**src/rtl/masked_array_memory.sv**
```systemverilog
// ============================================================================
// Module   : masked_array_memory
// Summary  : Word memory with per-element write mask, zero-fill sweep after
//            reset, and selectable registered or combinational read port.
// Revision : 1.0
// ============================================================================
`default_nettype none

module masked_array_memory #(
  parameter int DEPTH          = 4,
  parameter int NUM_ELEMS      = 2,
  parameter int ELEM_WIDTH     = 6,
  parameter int SYNC_READ      = 1,
  parameter int CLEAR_ON_RESET = 1,
  localparam int AW = (DEPTH > 1) ? $clog2(DEPTH) : 1,
  localparam int DW = NUM_ELEMS * ELEM_WIDTH
) (
  input  logic                 CLK,
  input  logic                 ASYNCRESETN,
  input  logic [AW-1:0]        WADDR,
  input  logic [DW-1:0]        WDATA,
  input  logic [NUM_ELEMS-1:0] WMASK,
  input  logic                 WE,
  input  logic [AW-1:0]        RADDR,
  input  logic                 RE,
  output logic [DW-1:0]        RDATA,
  output logic                 RVALID,
  output logic                 READY
);

  typedef enum logic [0:0] {
    ST_CLEAR = 1'b0,
    ST_RUN   = 1'b1
  } state_e;

  state_e          state_q, state_d;
  logic [AW-1:0]   cnt_q, cnt_d;
  logic            ready_q, ready_d;
  logic [DW-1:0]   mem_q [DEPTH];
  logic            w_wr_en;
  logic            w_raddr_ok;
  logic [DW-1:0]   w_rword;

  assign w_wr_en    = ready_q && WE && (int'(WADDR) < DEPTH);
  assign w_raddr_ok = (int'(RADDR) < DEPTH);
  assign w_rword    = w_raddr_ok ? mem_q[RADDR] : '0;
  assign READY      = ready_q;

  always_comb begin
    state_d = state_q;
    cnt_d   = cnt_q;
    case (state_q)
      ST_CLEAR: begin
        cnt_d = cnt_q + AW'(1);
        if (cnt_q == AW'(DEPTH - 1)) begin
          state_d = ST_RUN;
          cnt_d   = '0;
        end
      end
      default: ;
    endcase
    // READY is registered so it stays low throughout reset even when RUN is the reset state.
    ready_d = (state_d == ST_RUN);
  end

  always_ff @(posedge CLK or negedge ASYNCRESETN) begin
    if (!ASYNCRESETN) begin
      state_q <= (CLEAR_ON_RESET != 0) ? ST_CLEAR : ST_RUN;
      cnt_q   <= '0;
      ready_q <= 1'b0;
    end else begin
      state_q <= state_d;
      cnt_q   <= cnt_d;
      ready_q <= ready_d;
    end
  end

  // Storage has no reset; zeroing happens only through the sweep.
  always_ff @(posedge CLK) begin
    if (state_q == ST_CLEAR) begin
      mem_q[cnt_q] <= '0;
    end else if (w_wr_en) begin
      for (int i = 0; i < NUM_ELEMS; i++) begin
        if (WMASK[i]) begin
          mem_q[WADDR][i*ELEM_WIDTH +: ELEM_WIDTH] <= WDATA[i*ELEM_WIDTH +: ELEM_WIDTH];
        end
      end
    end
  end

  if (SYNC_READ != 0) begin : g_sync_read
    logic [DW-1:0] rdata_q;
    logic          rvalid_q;
    logic [DW-1:0] w_fwd;

    // Write-first: masked elements of a same-address write bypass the array.
    always_comb begin
      w_fwd = w_rword;
      if (w_wr_en && (WADDR == RADDR)) begin
        for (int i = 0; i < NUM_ELEMS; i++) begin
          if (WMASK[i]) begin
            w_fwd[i*ELEM_WIDTH +: ELEM_WIDTH] = WDATA[i*ELEM_WIDTH +: ELEM_WIDTH];
          end
        end
      end
    end

    always_ff @(posedge CLK or negedge ASYNCRESETN) begin
      if (!ASYNCRESETN) begin
        rdata_q  <= '0;
        rvalid_q <= 1'b0;
      end else if (ready_q && RE) begin
        rdata_q  <= w_fwd;
        rvalid_q <= 1'b1;
      end else begin
        rvalid_q <= 1'b0;
      end
    end

    assign RDATA  = rdata_q;
    assign RVALID = rvalid_q;
  end else begin : g_comb_read
    logic [DW-1:0] rdata_q;

    // Remembers the last visible word so RDATA holds while not ready.
    always_ff @(posedge CLK or negedge ASYNCRESETN) begin
      if (!ASYNCRESETN) begin
        rdata_q <= '0;
      end else if (ready_q) begin
        rdata_q <= w_rword;
      end
    end

    assign RDATA  = ready_q ? w_rword : rdata_q;
    assign RVALID = ready_q & RE;
  end

endmodule

`default_nettype wire

```
**config.mk**
```make
export PLATFORM = sky130hd
export DESIGN_NAME = masked_array_memory
export DESIGN_NICKNAME = d
export VERILOG_FILES = /design/src/rtl/masked_array_memory.sv
export SDC_FILE = /design/constraint.sdc
export NUM_CORES = 1
export LEC_CHECK = 0
export BUFFER_PORTS_ARGS = -buffer_cell sky130_fd_sc_hd__clkbuf_2
export CAP_MARGIN = 20
export CORE_MARGIN = 2
export CORE_UTILIZATION = 45
export DETAILED_ROUTE_END_ITERATION = 6
export PLACE_DENSITY = 0.77
export SETUP_SLACK_MARGIN = 0.1
export SYNTH_ARGS = -nofsm -noshare
export SYNTH_HDL_FRONTEND = slang
export SYNTH_SLANG_ARGS = --single-unit
export TNS_END_PERCENT = 10
```
**constraint.sdc**
```tcl
create_clock -name CLK -period 2.03 [get_ports CLK]
set_input_delay 0.203 -clock CLK [delete_from_list [all_inputs] [get_ports CLK]]
set_output_delay 0.203 -clock CLK [all_outputs]
set_load 0.03 [all_outputs]
```
==> impl_metrics.ini <==
[sta]
min_period_over_period = 0.894
min_period_ns = 1.82
finalHoldViolCount = 0
final.setup.worst_slack_ns = 0.214
max-slew-margin-rel = 0.258
setup_viol = 0
clock_skew_ns = 0.00676
slew_violations = 0
max_slew.worst_pin.slew_ns = 1.10
rsz0062_at_grt = no
tns_ns = 0
max_freq_mhz = 551

[logic_synthesis]
synth_edf_count = 48
synthFlopType = edfxtp_1
synth.mux.area_fraction = 0.109
yosys.area.top_type = edfxtp_1
synthArstFlopShare = 0.250
yosys_warnings = 0
yosysUniqueCellTypes = 30
syn_nets = 205
synth_top_family_by_area = multiplexers
synth_seq_area_share = 0.661
synth_common_cells = 48 x edfxtp_1, 20 x nor2_1, 16 x dfrtp_1
synth_xor_area_frac = 0.0180
syn_inst = 182
yosysMostFrequentCell = edfxtp_1
synthSimpleGateAreaFrac = 0.0974
netlist_area_um2 = 2790
netlist_top_cells_area = edfxtp_1 52%, dfrtp_1 14%, mux4_2 9.7%
avgSynthCellArea_um2 = 15.3
synth_seq_cells = 64
synth-compound-area-share = 0.0754
synth_top_area_share = 0.517
synth-adder-area-share = 0.00449

[critical_path]
critical_path_required_ns = 2.01
cp_slowest_cell = nor2_1
crit_path_cell_trace = o211a_1 > mux2_2 > nor2_1
cpPeakStageDelay_ns = 0.45
r2r_setup_slack_ns = 0.21
arrival_ns = 1.79
end_kind = flop
crit_path_start_kind = flop
critPathBufInv = 0
worst-path-max-fanout = 6
path_class = reg -> reg
critPathTopFamily = simple AND/OR/NAND/NOR gates

[place]
port_buffers = 35
dp_hpwl_um = 4170
placed_cell_area_um2 = 3060
dp_slack_ns = 0.219
dp.cells = 290
gp_congestion = 0.834

[cts]
clk_pin_slew_ns = 0.07
htree_levels = 3
root_buffer = clkbuf_8
cts_tree = built
cts_buffers = 9
clk_path_buf_depth = 2
clock-sinks = 64
clkLatencyLatePin_ns = 0.34

[final_layout]
multi_input_comb_area_um2 = 847
final_layout_size_suffix_gt1_frac = 0.336
final_area_um2 = 3260
finalNonFillerCells = 307
syn_to_final_growth_pct = 17.0
seq_area_um2 = 1840
fillers = 489
nNetsFinal = 250
antennaDiodeCount = 0

[global_routing]
grt_pass1_wl_um = 9400
grt-ovfl-total = 0
grt_max_degree = 26
grt_pass1_vias = 1827
grtUsageTotal = 0.199
grt_antenna_before_repair = 0

[floorplan]
die_h_um = 82.7
die_x_um = 82.7
initial_utilization = 0.468
io_pins = 36
core_um2 = 5960
die_area_um2 = 6840
fp-row-count = 28

[worst_hold_path]
hp-class = in -> reg

[status]
status = complete, no violations

[drt]
vias_per_cell = 5.70
vias = 1751
drc = 0
drt_first_pass_iters = 5
ant_nets = 0
wl_per_cell_um = 19.4
drt-initial-drc-count = 205
postRouteWirelength_um = 5950

[power]
powerDensity_nw_per_um2 = 868
peakVddDrop_mv = 0.333
p_leak_uw = 0.00127

[run]
drv_cap = 0
## cell usage in the layout, fill, tap and decap left out, types with 2 or more instances in the layout
master / n
clkinv_1: 3
buf_4: 14
nand4_1: 12
nor2_1: 20
edfxtp_1: 48
o22a_1: 2
dfrtp_1: 16
and2_1: 13
a21oi_1: 2
mux2_2: 2
o31ai_1: 12
clkbuf_8: 10
a31oi_1: 12
nand3_1: 2
and3_1: 2
clkbuf_2: 35
mux4_2: 12
## tightest hold or removal path, delay by kind of cell
kind	cells	cell delay (ns)
simple gates	1	0.06
buf+inv	1	0.09
compound gates	1	0.07
## routing by layer
metal / track usage / wire length (um)
met1: 0.271 / 2530
met5: 0 / 0
met4: 0.0803 / 85
met2: 0.291 / 2690
met3: 0.0728 / 640
## stage by stage
step           utilization  hold WS [ns]  power, uW
6_report             0.547         0.123       2830
5_1_grt              0.547         0.137       2940
4_1_cts              0.547         0.117       2850
3_5_place_dp         0.514         0.173       1810
3_3_place_gp         0.514         0.160       1800
2_1_floorplan            -       -0.0926       1700
## power by group
group / leakage, uW / internal [uW] / total, uW / switching (uW)
registers: 0.000669 / 1450 / 1460 / 16.9
logic: 0.000502 / 107 / 319 / 212
clock network: 0.0000958 / 586 / 1050 / 462
total: 0.00127 / 2140 / 2830 / 690
## sequential cells by signal, summed over array words and instances, names as in the netlist
register / flops
RDATA: 12
READY: 1
cnt_q: 2
RVALID: 1
mem_q: 48
## final timing paths
check | startpoint | to | cells after the start
max | READY | mem_q[1][7] | 3
min | WDATA[9] | RDATA[9] | 3
max reg2reg | READY | mem_q[1][7] | 3
min reg2reg | RDATA[2] | RDATA[2] | 2
max in group asynchronous | ASYNCRESETN | RDATA[0] | 2
min in group asynchronous | ASYNCRESETN | READY | 2
## layout make-up
cell class	count	share of cell area
Tap cell	75	0.0288
Sequential cell	64	0.565
Clock buffer	11	0.0434
Clock inverter	5	0.0142
Timing Repair Buffer	50	0.0890
Multi-Input combinational cell	102	0.260
## cells by family after synthesis
group | after synthesis
flops | 64
buf+inv | 16
fa+ha+maj | 1
mux | 15
simple gates | 52
xor+xnor | 4
compound gates | 30
## what timing repair did
action | in CTS | in global routing
hold endpoints to repair | 16 | 0
setup buffers | 0 | 0
hold buffers | 1 | 0
gates resized for setup | 0 | 0
Power figures use the tool's default switching activity.
